[src/rtl/sync_fifo_pkg.sv]
// Shared constants and helpers for the sync_fifo block.
// Default geometry is 16 entries of 8 bits; the count is one bit wider than
// the pointer index so that both 0 and DEPTH can be represented.
package sync_fifo_pkg;

  localparam int DEFAULT_DATA_WIDTH = 8;
  localparam int DEFAULT_DEPTH      = 16;
  localparam int DEFAULT_AF_MARGIN  = 2;
  localparam int DEFAULT_AE_MARGIN  = 2;

  // Width of an occupancy counter able to hold 0..depth inclusive.
  function automatic int count_bits(input int depth);
    return $clog2(depth) + 1;
  endfunction

endpackage

[src/rtl/sync_fifo_mem.sv]
// Storage array for sync_fifo: DEPTH x DATA_WIDTH, one synchronous write
// port and one synchronous read port. The read data register is cleared by
// reset; the array itself is never cleared.
module sync_fifo_mem
  import sync_fifo_pkg::*;
#(
  parameter int DATA_WIDTH = DEFAULT_DATA_WIDTH,
  parameter int DEPTH      = DEFAULT_DEPTH,
  parameter int ADDR_BITS  = $clog2(DEPTH)
) (
  input  logic                  i_clk,
  input  logic                  i_rst,
  input  logic                  i_wr_en,
  input  logic [ADDR_BITS-1:0]  i_wr_addr,
  input  logic [DATA_WIDTH-1:0] i_wr_data,
  input  logic                  i_rd_en,
  input  logic [ADDR_BITS-1:0]  i_rd_addr,
  output logic [DATA_WIDTH-1:0] o_rd_data
);

  logic [DATA_WIDTH-1:0] r_mem [DEPTH];
  logic [DATA_WIDTH-1:0] r_rd_data;

  // Write port: array contents survive reset on purpose.
  always_ff @(posedge i_clk) begin
    if (i_wr_en) begin
      r_mem[i_wr_addr] <= i_wr_data;
    end
  end

  // Read port: when read and write hit the same address in one cycle the
  // old contents are returned, which is what lets a full FIFO read its
  // oldest word while overwriting that slot.
  always_ff @(posedge i_clk) begin
    if (i_rst) begin
      r_rd_data <= '0;
    end else if (i_rd_en) begin
      r_rd_data <= r_mem[i_rd_addr];
    end
  end

  assign o_rd_data = r_rd_data;

endmodule

[src/rtl/sync_fifo.sv]
// sync_fifo: single-clock FIFO with registered read data, full/empty,
// almost-full/almost-empty flags, occupancy count and error indications.
// Build option SYNC_FIFO_STICKY_ERR_EN: when defined, overflow/underflow
// stay set until reset; otherwise they are one-cycle pulses.
//
// Request semantics: wr_en and rd_en are requests, not handshakes held until
// served. A write is taken when the FIFO is not full, or when it is full and
// a read is taken in the same cycle. A read is taken whenever the FIFO is
// not empty; it never falls through a same-cycle write. A request that is
// not taken is dropped and reported on overflow/underflow the next cycle.
module sync_fifo
  import sync_fifo_pkg::*;
#(
  parameter int DATA_WIDTH = DEFAULT_DATA_WIDTH,
  parameter int DEPTH      = DEFAULT_DEPTH,
  parameter int ADDR_BITS  = count_bits(DEPTH) - 1,
  parameter int AF_MARGIN  = DEFAULT_AF_MARGIN,
  parameter int AE_MARGIN  = DEFAULT_AE_MARGIN
) (
  input  logic                  clk,
  input  logic                  rst,
  input  logic                  wr_en,
  input  logic [DATA_WIDTH-1:0] wr_data,
  input  logic                  rd_en,
  output logic [DATA_WIDTH-1:0] rd_data,
  output logic                  full,
  output logic                  empty,
  output logic                  almost_full,
  output logic                  almost_empty,
  output logic                  overflow,
  output logic                  underflow,
  output logic [ADDR_BITS:0]    count
);

  localparam logic [ADDR_BITS:0]   CNT_FULL = (ADDR_BITS+1)'(DEPTH);
  localparam logic [ADDR_BITS:0]   CNT_AF   = (ADDR_BITS+1)'(DEPTH - AF_MARGIN);
  localparam logic [ADDR_BITS:0]   CNT_AE   = (ADDR_BITS+1)'(AE_MARGIN);
  localparam logic [ADDR_BITS:0]   CNT_ONE  = (ADDR_BITS+1)'(1);
  localparam logic [ADDR_BITS-1:0] PTR_ONE  = ADDR_BITS'(1);

  logic [ADDR_BITS-1:0] r_wr_ptr;
  logic [ADDR_BITS-1:0] r_rd_ptr;
  logic [ADDR_BITS:0]   r_count;
  logic                 r_overflow;
  logic                 r_underflow;

  logic                 w_full;
  logic                 w_empty;
  logic                 w_wr_accept;
  logic                 w_rd_accept;
  logic                 w_ovf_event;
  logic                 w_unf_event;

  // Status flags are decoded from the registered count only.
  assign w_full       = (r_count == CNT_FULL);
  assign w_empty      = (r_count == '0);
  assign almost_full  = (r_count >= CNT_AF);
  assign almost_empty = (r_count <= CNT_AE);
  assign full         = w_full;
  assign empty        = w_empty;
  assign count        = r_count;

  assign w_rd_accept = rd_en & ~w_empty;
  assign w_wr_accept = wr_en & (~w_full | w_rd_accept);
  assign w_ovf_event = wr_en & ~w_wr_accept;
  assign w_unf_event = rd_en & ~w_rd_accept;

  sync_fifo_mem #(
    .DATA_WIDTH (DATA_WIDTH),
    .DEPTH      (DEPTH),
    .ADDR_BITS  (ADDR_BITS)
  ) u_mem (
    .i_clk     (clk),
    .i_rst     (rst),
    .i_wr_en   (w_wr_accept),
    .i_wr_addr (r_wr_ptr),
    .i_wr_data (wr_data),
    .i_rd_en   (w_rd_accept),
    .i_rd_addr (r_rd_ptr),
    .o_rd_data (rd_data)
  );

  // Pointers advance on accepted transfers; DEPTH is a power of two so the
  // natural binary rollover provides the DEPTH-1 -> 0 wrap.
  always_ff @(posedge clk) begin
    if (rst) begin
      r_wr_ptr <= '0;
      r_rd_ptr <= '0;
    end else begin
      if (w_wr_accept) r_wr_ptr <= r_wr_ptr + PTR_ONE;
      if (w_rd_accept) r_rd_ptr <= r_rd_ptr + PTR_ONE;
    end
  end

  // Occupancy: a simultaneous accepted read and write leave it unchanged.
  always_ff @(posedge clk) begin
    if (rst) begin
      r_count <= '0;
    end else begin
      case ({w_wr_accept, w_rd_accept})
        2'b10:   r_count <= r_count + CNT_ONE;
        2'b01:   r_count <= r_count - CNT_ONE;
        default: r_count <= r_count;
      endcase
    end
  end

  // Error indications for dropped requests, pulsed or sticky by build option.
  always_ff @(posedge clk) begin
    if (rst) begin
      r_overflow  <= 1'b0;
      r_underflow <= 1'b0;
    end else begin
`ifdef SYNC_FIFO_STICKY_ERR_EN
      r_overflow  <= r_overflow  | w_ovf_event;
      r_underflow <= r_underflow | w_unf_event;
`else
      r_overflow  <= w_ovf_event;
      r_underflow <= w_unf_event;
`endif
    end
  end

  assign overflow  = r_overflow;
  assign underflow = r_underflow;

endmodule

[config.mk]
export PLATFORM = sky130hd
export DESIGN_NAME = sync_fifo
export DESIGN_NICKNAME = d
export VERILOG_FILES = /design/src/rtl/sync_fifo_pkg.sv /design/src/rtl/sync_fifo_mem.sv /design/src/rtl/sync_fifo.sv
export SDC_FILE = /design/constraint.sdc
export NUM_CORES = 1
export LEC_CHECK = 0
export CORE_MARGIN = 2
export CORE_UTILIZATION = 59
export DETAILED_ROUTE_END_ITERATION = 16
export PLACE_DENSITY = 0.84
export SLEW_MARGIN = 0
export SYNTH_ARGS = -nofsm -noshare
export SYNTH_HDL_FRONTEND = slang
export SYNTH_SLANG_ARGS = --single-unit
[constraint.sdc]
create_clock -name clk -period 3.4 [get_ports clk]
set_input_delay 0.51 -clock clk [delete_from_list [all_inputs] [get_ports clk]]
set_output_delay 0.51 -clock clk [all_outputs]
set_load 0.1 [all_outputs]
Word level (Yosys, flattened, before mapping) --
Memory sizes are Yosys's and may differ from the RTL's. A register that Yosys moved wholly into a read port is not among the register bits. Index checks and enable logic that the tools add are counted.
Operators by class: add/subtract/negate cells 4, bitwise logic cells 9, $lt $le $gt $ge 2, mux-type cells 3, eq/ne operators 3, reduce and logical (&&, ||, !) cells 2
Operators by type and width (number):
- $pmux W5 S2 | 1
- $add A4 B1 Y4 const B | 2
- $add A5 B1 Y5 const B | 1
- $eq A5 B5 Y1 const B | 1
- $ge A5 B4 Y1 const B | 1
- $le A5 B2 Y1 const B | 1
- $logic_not A5 Y1 | 1
- $sub A5 B1 Y5 const B | 1
- $and A1 B1 Y1 | 4
- $not A1 Y1 | 4
- $eq A2 B1 Y1 const B | 1
- $eq A2 B2 Y1 const B | 1
- $mux W1 | 2
- $reduce_bool A2 Y1 | 1
- $or A1 B1 Y1 | 1
Word-level totals: output and inout port bits 19, input port bits 12, bits in writable memories 128, memories 1, logic and storage cells 29, register bits 15
Memories:
- u_mem.r_mem | words 16, width 8, rd ports 1, clocked after Yosys merged registers in 1, wr ports 1, line sync_fifo_mem.sv:21 | logic [DATA_WIDTH-1:0] r_mem [DEPTH];

Depth between registers and ports, before layout --
Gate-level depths: netlist (run 1).
depth after elaboration 7, gate-level depth with buffers 10, gate-level depth less buffers 8

Hierarchy --
Synthesis (run 1) repeated with hierarchy kept, for this count alone.
Unflattened totals: cell total of the unflattened synthesis 407, area total of the unflattened synthesis 6158.4 um^2
By module, submodules not included:
- sync_fifo_mem | cells an instance 316, sequential area each 4003.8 um^2, area an instance 5343.9 um^2, instances 1
- sync_fifo | cells an instance 91, sequential area each 300.3 um^2, area an instance 814.5 um^2, instances 1

Least setup slack after synthesis (run 1) --
Ideal clock, no wire load.
path type register to output, from reg r_count[4] (netlist: count[4]), to out almost_empty, data required time 2.890 ns, stages on the path, launching flop included 3, buffers on the path 1, path slack -2.741 ns, arrival 5.631 ns, path through dfxtp_1 clkbuf_1 a2111oi_0
Between the ends: cells in the longest elaborated chain, start to end 1
Ends and longest elaborated chain:
- start, declared | line sync_fifo.sv:43 | logic [ADDR_BITS:0] r_count;
- start signal, assigned | line sync_fifo.sv:101 | 2'b10: r_count <= r_count + CNT_ONE;
- start signal, assigned | line sync_fifo.sv:102 | 2'b01: r_count <= r_count - CNT_ONE;
- start signal, assigned | line sync_fifo.sv:103 | default: r_count <= r_count;
- $le A5 B2 Y1 | line sync_fifo.sv:58 | assign almost_empty = (r_count <= CNT_AE);
- end, declared | line sync_fifo.sv:29 | output logic almost_empty,
Every way passes these cells.

Worst setup path after layout (run 1) --
from reg r_count[0] (netlist: count[0]), to reg r_count[4] (netlist: count[4])
Between the ends: cells in the longest elaborated chain, start to end 7, elaborated cells between the ends (all ways) 13, classes of those cells 2 x add/sub; 3 x eq/ne; 1 x mux; 5 x bitwise; 2 x reduce/logical
Ends and longest elaborated chain:
- $logic_not A5 Y1 | line sync_fifo.sv:56 | assign w_empty = (r_count == '0);
- $not A1 Y1 | line sync_fifo.sv:63 | assign w_rd_accept = rd_en & ~w_empty;
- $and A1 B1 Y1 | line sync_fifo.sv:63
- $or A1 B1 Y1 | line sync_fifo.sv:64 | assign w_wr_accept = wr_en & (~w_full | w_rd_accept);
- $and A1 B1 Y1 | line sync_fifo.sv:64
- $eq A2 B1 Y1 / $eq A2 B2 Y1 (equally long branches) | line sync_fifo.sv:100 | case ({w_wr_accept, w_rd_accept})
- $pmux W5 S2 / $reduce_bool A2 Y1 (equally long branches)
Parallel ways exist; a longest one is shown, timed or not. A chain may end at the register's enable or synchronous reset.

==> results of run 1 <==
## registers in the layout, summed over array words and instances (netlist names)
| register | count |
|---|---|
| count | 5 |
| underflow | 1 |
| overflow | 1 |
| u_mem.o_rd_data | 8 |
| r_rd_ptr | 4 |
| r_wr_ptr | 4 |
| u_mem.r_mem | 128 |
## layer usage
layer	vias up	part of all wire, %	wire length (µm)	track usage, %
met5	-	0	0	0
li1	1553	-	-	-
met2	147	51	6340	38.8
met1	1799	40	4980	31.3
met4	0	2.6	327	10.9
met3	29	6.6	819	5.89
## worst max-delay path: cells and delay by family, from the launching register on
kind / cells / cell delay (ns)
mux: 1 / 0.23
fa+ha+maj: 1 / 0.44
flops: 1 / 0.40
simple gates: 2 / 0.71
compound gates: 4 / 0.71
buf+inv: 1 / 0.20
## placed cells by master (no fill, tap or decap), types with 3 or more instances in the layout
cell             instances
inv_1                    5
nor2_1                  32
clkinvlp_4               3
nor3_1                  12
clkbuf_16               16
nand2b_1                 6
dfxtp_1                 22
mux4_2                  16
mux2i_1                 36
nand3_1                  4
ha_1                     8
a21oi_1                  3
nor4_1                  11
clkdlybuf4s50_1         23
xnor2_1                  4
o22ai_1                 16
buf_4                   17
nor2b_1                  4
edfxtp_1               128
a22o_1                   8
nand2_1                  8
inv_8                    3
clkinv_4                 4
## metrics by stage
stage	std cells	area, µm²
after global placement	530	6570
after floorplan	377	6150
final	562	7140
after CTS	562	7140
after global routing	562	7140
after detailed placement	530	6570
## cell type report
cell class,instances,area [µm²],share of cell area [%]
inverters,5,18.8,0.263
flip-flops and latches,151,4310,60.3
multi-input cells,198,1720,24.1
well taps,136,170,2.38
clock inverters,14,144,2.02
repair buffers,40,358,5.01
clock buffers,18,418,5.86
## power breakdown
group          switching [mW]  internal, mW
registers               0.107          2.13
clock network           0.769         0.992
logic                    1.32         0.524
## cells in the mapped netlist (3+ instances only)
library cell,count
nor3_1,12
nand2_1,8
mux4_2,16
inv_1,5
nor4_1,11
clkbuf_1,8
nand2b_1,6
nor2b_1,4
nand3_1,4
a22o_1,8
o22ai_1,16
mux2i_1,36
dfxtp_1,23
xnor2_1,4
buf_1,4
buf_2,10
a21oi_1,3
edfxtp_1,128
nor2_1,32
ha_1,8
## worst max-delay path by stage
| stage | startpoint | cells after the start | endpoint | slack (ns) |
|---|---|---|---|---|
| after global placement | wr_en | 7 | count[4]$_SDFFE_PP0P_ | 0.59 |
| after floorplan | count[4]$_SDFFE_PP0P_ | 3 | full | 0.01 |
| after global routing | count[0]$_SDFFE_PP0P_ | 9 | count[4]$_SDFFE_PP0P_ | 0.37 |
| after detailed placement | wr_en | 7 | count[4]$_SDFFE_PP0P_ | 0.49 |
| after CTS | count[0]$_SDFFE_PP0P_ | 9 | count[4]$_SDFFE_PP0P_ | 0.57 |
| final | count[0]$_SDFFE_PP0P_ | 9 | count[4]$_SDFFE_PP0P_ | 0.55 |
## cells by family after synthesis
family | synth area share [%]
AO/OA/AOI/OAI | 5.15
XOR/XNOR | 0.855
multiplexers | 13.0
flip-flops | 70.0
buffers and inverters | 2.04
adder cells (fa/ha/maj) | 1.95
AND/OR/NAND/NOR | 7.00
==> results.sh, run 1 <==
export IMPL_dr_total_vias=3528
export IMPL_synth_largest_area_cell="edfxtp_1"
export IMPL_fp_dieW_um=106
export IMPL_dieArea_um2=11200
export IMPL_critPathKind="reg -> reg"
export IMPL_worst_pin_slew_ns=0.997
export IMPL_syn_to_final_growth_pct=16.1
export IMPL_drt_total_wl_mm=12.5
export IMPL_drtAntennaViolNets=0
export IMPL_layout_nets=434
export IMPL_r2r_end="count[4]$_SDFFE_PP0P_"
export IMPL_wire_per_inst_um=22.2
export IMPL_hold_viol_final=0
export IMPL_pin_count=31
export IMPL_critPathSlowestCell="or4_1"
export IMPL_cts_max_level=4
export IMPL_yosys_warnings=0
export IMPL_worst_slack_ns=0.549
export IMPL_ys_seq_area_share_pct=70.0
export IMPL_cap_violations=0
export IMPL_cellLeakagePower_nw=2.31
export IMPL_routabilityCongestion=0.975
export IMPL_crit_fanout=8
export IMPL_vias_per_cell=6.28
export IMPL_r2r_cells=9
export IMPL_rsz0062_at_grt="no"
export IMPL_crit_arrival_ns=3.22
export IMPL_cts_sinks=151
export IMPL_antenna_found_initial=0
export IMPL_rr_startpoint="count[0]$_SDFFE_PP0P_"
export IMPL_pre_cts_ws_ns=0.492
export IMPL_synthCells=377
export IMPL_insertion_delay_ns=0.53
export IMPL_hold_end="u_mem.o_rd_data[3]$_SDFFE_PP0P_"
export IMPL_drc=0
export IMPL_status="finished clean"
export IMPL_holdWs_ns=0.507
export IMPL_timing_fmax_mhz=351
export IMPL_maxSlewViolCount=0
export IMPL_start_kind="flop"
export IMPL_cts_hold_buf=0
export IMPL_power_density_nw_per_um2=818
export IMPL_path_clk_slew_ns=0.07
export IMPL_ys_seq_elements=151
export IMPL_yosysUniqueCellTypes=45
export IMPL_drive_gt1_share_pct=17.1
export IMPL_path_cells="or4_1 -> buf_4 -> o21ai_2 -> nor2_1 -> fa_1 -> a21o_1 -> a21oi_1 -> mux2i_1 -> a31oi_1"
export IMPL_yosys_most_used_dff="edfxtp_1"
export IMPL_synthArstFlopShare_pct=0
export IMPL_final_period_utilization_pct=83.8
export IMPL_grt_pass1_wl_mm=19.6
export IMPL_total_power_mw=5.84
export IMPL_fillers=637
export IMPL_post_cts_resized=0
export IMPL_initial_core_util_pct=60.1
export IMPL_fin_setup_tns_ns=0
export IMPL_crit_required_ns=3.77
export IMPL_cts_buffers=17
export IMPL_setup_violations=0
export IMPL_synth_top_cell_area_share_pct=62.6
export IMPL_cts_tree="done"
export IMPL_hp_class="reg -> reg"
export IMPL_grt_pass1_vias=3530
export IMPL_rows=37
export IMPL_endpoint_kind="flop"
export IMPL_track_usage_pct=24.1
export IMPL_hold_depth=2
export IMPL_syn_nets=398
export IMPL_first_iter_violations=316
export IMPL_fin_worst_skew_ns=0.0137
export IMPL_relSlewSlack_pct=33.4
export IMPL_synthTopCellsByArea="edfxtp_1 (63%), dfxtp_1 (7.5%), mux2i_1 (5.9%)"
export IMPL_dp_hpwl_mm=7.65
export IMPL_vdd_drop_max_mv=0.795
export IMPL_min_from="u_mem.o_rd_data[3]$_SDFFE_PP0P_"
export IMPL_grt_ovfl_total=0
export IMPL_syn_area_per_cell_um2=16.3
export IMPL_cts_buffer_depth=2
export IMPL_root_buffer="clkbuf_8"
export IMPL_postCtsSetupRepairBufs=0
export IMPL_synth_edf_count=128
export IMPL_fin_util_pct=69.7
export IMPL_dr_pass1_iters=5
export IMPL_critPathMaxStageDelay_ns=0.58
export IMPL_syn_area_um2=6140
export IMPL_r2r_slack_ns=0.55
export IMPL_fp_dieH_um=106
export IMPL_portBuffers=30
export IMPL_min_period_ns=2.85
export IMPL_coreArea_um2=10200
export IMPL_grt_max_degree=28
export IMPL_diodes=0
Note: power is estimated with default switching activity, not from simulation.
==> run 2: changes to the inputs <==
Clock period 3.4 ns to 2.8 ns, I/O delays scaled along.
==> results.sh, run 2 (synthesized netlist as in run 1, its figures left out) <==
export IMPL_cts_hold_buf=0
export IMPL_cts_max_level=4
export IMPL_relSlewSlack_pct=40.8
export IMPL_layout_nets=448
export IMPL_routabilityCongestion=0.867
export IMPL_setup_violations=0
export IMPL_dieArea_um2=11200
export IMPL_maxSlewViolCount=0
export IMPL_path_clk_slew_ns=0.07
export IMPL_rr_startpoint="count[0]$_SDFFE_PP0P_"
export IMPL_final_common_cell="edfxtp_1"
export IMPL_hold_viol_final=0
export IMPL_diodes=0
export IMPL_start_kind="flop"
export IMPL_pre_cts_ws_ns=0.232
export IMPL_insertion_delay_ns=0.52
export IMPL_endpoint_kind="flop"
export IMPL_post_cts_resized=0
export IMPL_hold_depth=2
export IMPL_hold_end="u_mem.o_rd_data[3]$_SDFFE_PP0P_"
export IMPL_dr_total_vias=3558
export IMPL_grt_pass1_vias=3560
export IMPL_rsz0062_at_grt="no"
export IMPL_fp_dieH_um=106
export IMPL_syn_to_final_growth_pct=18.2
export IMPL_grt_max_degree=22
export IMPL_fin_util_pct=71.0
export IMPL_final_period_utilization_pct=92.0
export IMPL_vias_per_cell=6.18
export IMPL_cts_buffer_depth=2
export IMPL_track_usage_pct=24.5
export IMPL_crit_fanout=8
export IMPL_power_density_nw_per_um2=1000
export IMPL_cap_violations=0
export IMPL_drt_total_wl_mm=13.1
export IMPL_initial_core_util_pct=60.1
export IMPL_rows=37
export IMPL_drive_gt1_share_pct=24.1
export IMPL_grt_pass1_wl_mm=19.8
export IMPL_final_cell_mix="edfxtp_1 (128), buf_4 (43), mux2i_1 (36)"
export IMPL_root_buffer="clkbuf_8"
export IMPL_cts_sinks=151
export IMPL_timing_fmax_mhz=388
export IMPL_min_from="u_mem.o_rd_data[3]$_SDFFE_PP0P_"
export IMPL_cellLeakagePower_nw=2.43
export IMPL_worst_slack_ns=0.223
export IMPL_crit_arrival_ns=2.96
export IMPL_grt_ovfl_total=0
export IMPL_r2r_cells=8
export IMPL_coreArea_um2=10200
export IMPL_crit_required_ns=3.18
export IMPL_portBuffers=30
export IMPL_fin_worst_skew_ns=0.00933
export IMPL_dp_hpwl_mm=7.95
export IMPL_fp_dieW_um=106
export IMPL_critPathKind="reg -> reg"
export IMPL_cts_tree="done"
export IMPL_dr_pass1_iters=5
export IMPL_first_iter_violations=246
export IMPL_vdd_drop_max_mv=0.839
export IMPL_drc=0
export IMPL_r2r_slack_ns=0.22
export IMPL_postCtsSetupRepairBufs=0
export IMPL_largest_register_ffs=128
export IMPL_wire_per_inst_um=22.7
export IMPL_cts_buffers=17
export IMPL_status="finished clean"
export IMPL_drtAntennaViolNets=0
export IMPL_regMostFlops="u_mem.r_mem"
export IMPL_pin_count=31
export IMPL_min_period_ns=2.58
export IMPL_hp_class="reg -> reg"
export IMPL_antenna_found_initial=0
export IMPL_worst_pin_slew_ns=0.884
export IMPL_r2r_end="count[4]$_SDFFE_PP0P_"
-- run 2: cell types whose count changed in the layout (fill, tap and decap cells not counted), moves of 2 or more --
cell / delta
buf_4: +26
clkdlybuf4s50_1: -12
clkinv_4: -2
dfxtp_1: -5
dfxtp_2: +2
dfxtp_4: +3
inv_6: +3
-- run 2: metal layers --
metal / part of all wire (%) / vias up / wire [µm] / track usage (%)
met5: 0 / - / 0 / 0
met4: 1.2 / 0 / 153 / 8.83
met3: 7.2 / 13 / 944 / 5.21
met2: 53 / 158 / 6890 / 41.8
met1: 39 / 1811 / 5080 / 31.4
li1: - / 1576 / - / -
-- run 2: worst max-delay path: stages, from the launching register on --
cell     delay, ns
dfxtp_4       0.38
or4_4         0.56
o21ai_2       0.15
nor2_1        0.12
fa_1          0.43
a21o_1        0.19
a21oi_1       0.28
mux2i_1       0.23
a31oi_1       0.09
-- run 2: how the worst max path moves through the flow --
stage	start	to	cells past startpoint
5_1_grt	count[0]$_SDFFE_PP0P_	count[4]$_SDFFE_PP0P_	8
6_report	count[0]$_SDFFE_PP0P_	count[4]$_SDFFE_PP0P_	8
2_1_floorplan	count[0]$_SDFFE_PP0P_	empty	3
3_5_place_dp	rd_en	count[4]$_SDFFE_PP0P_	8
3_3_place_gp	rd_en	count[4]$_SDFFE_PP0P_	8
4_1_cts	count[0]$_SDFFE_PP0P_	count[4]$_SDFFE_PP0P_	8
-- run 2: metrics by stage --
step | hold slack (ns) | TNS [ns] | power, mW | instance area (µm²) | instances
after CTS | 0.500 | 0 | 7.29 | 7260 | 576
after global routing | 0.534 | 0 | 7.48 | 7260 | 576
final | 0.499 | 0 | 7.26 | 7260 | 576
after floorplan | 0.496 | -0.0599 | 4.55 | 6190 | 377
after global placement | 0.481 | 0 | 4.99 | 6680 | 544
after detailed placement | 0.487 | 0 | 5.04 | 6680 | 544
-- run 2: report_power, final --
group	total (mW)	switching, mW	leakage, nW	internal [mW]
clock network	2.23	0.937	0.281	1.29
logic	2.30	1.63	0.798	0.669
registers	2.73	0.136	1.35	2.59
total	7.26	2.71	2.43	4.56
-- run 2: final cells by class --
cell class	instances	area (µm²)
sequential	151	4320
clock inverter	15	168
tap	136	170
timing repair buffer	54	433
fill	642	2970
clock buffer	17	414
inverter	5	18.8
multi-input combinational	198	1740
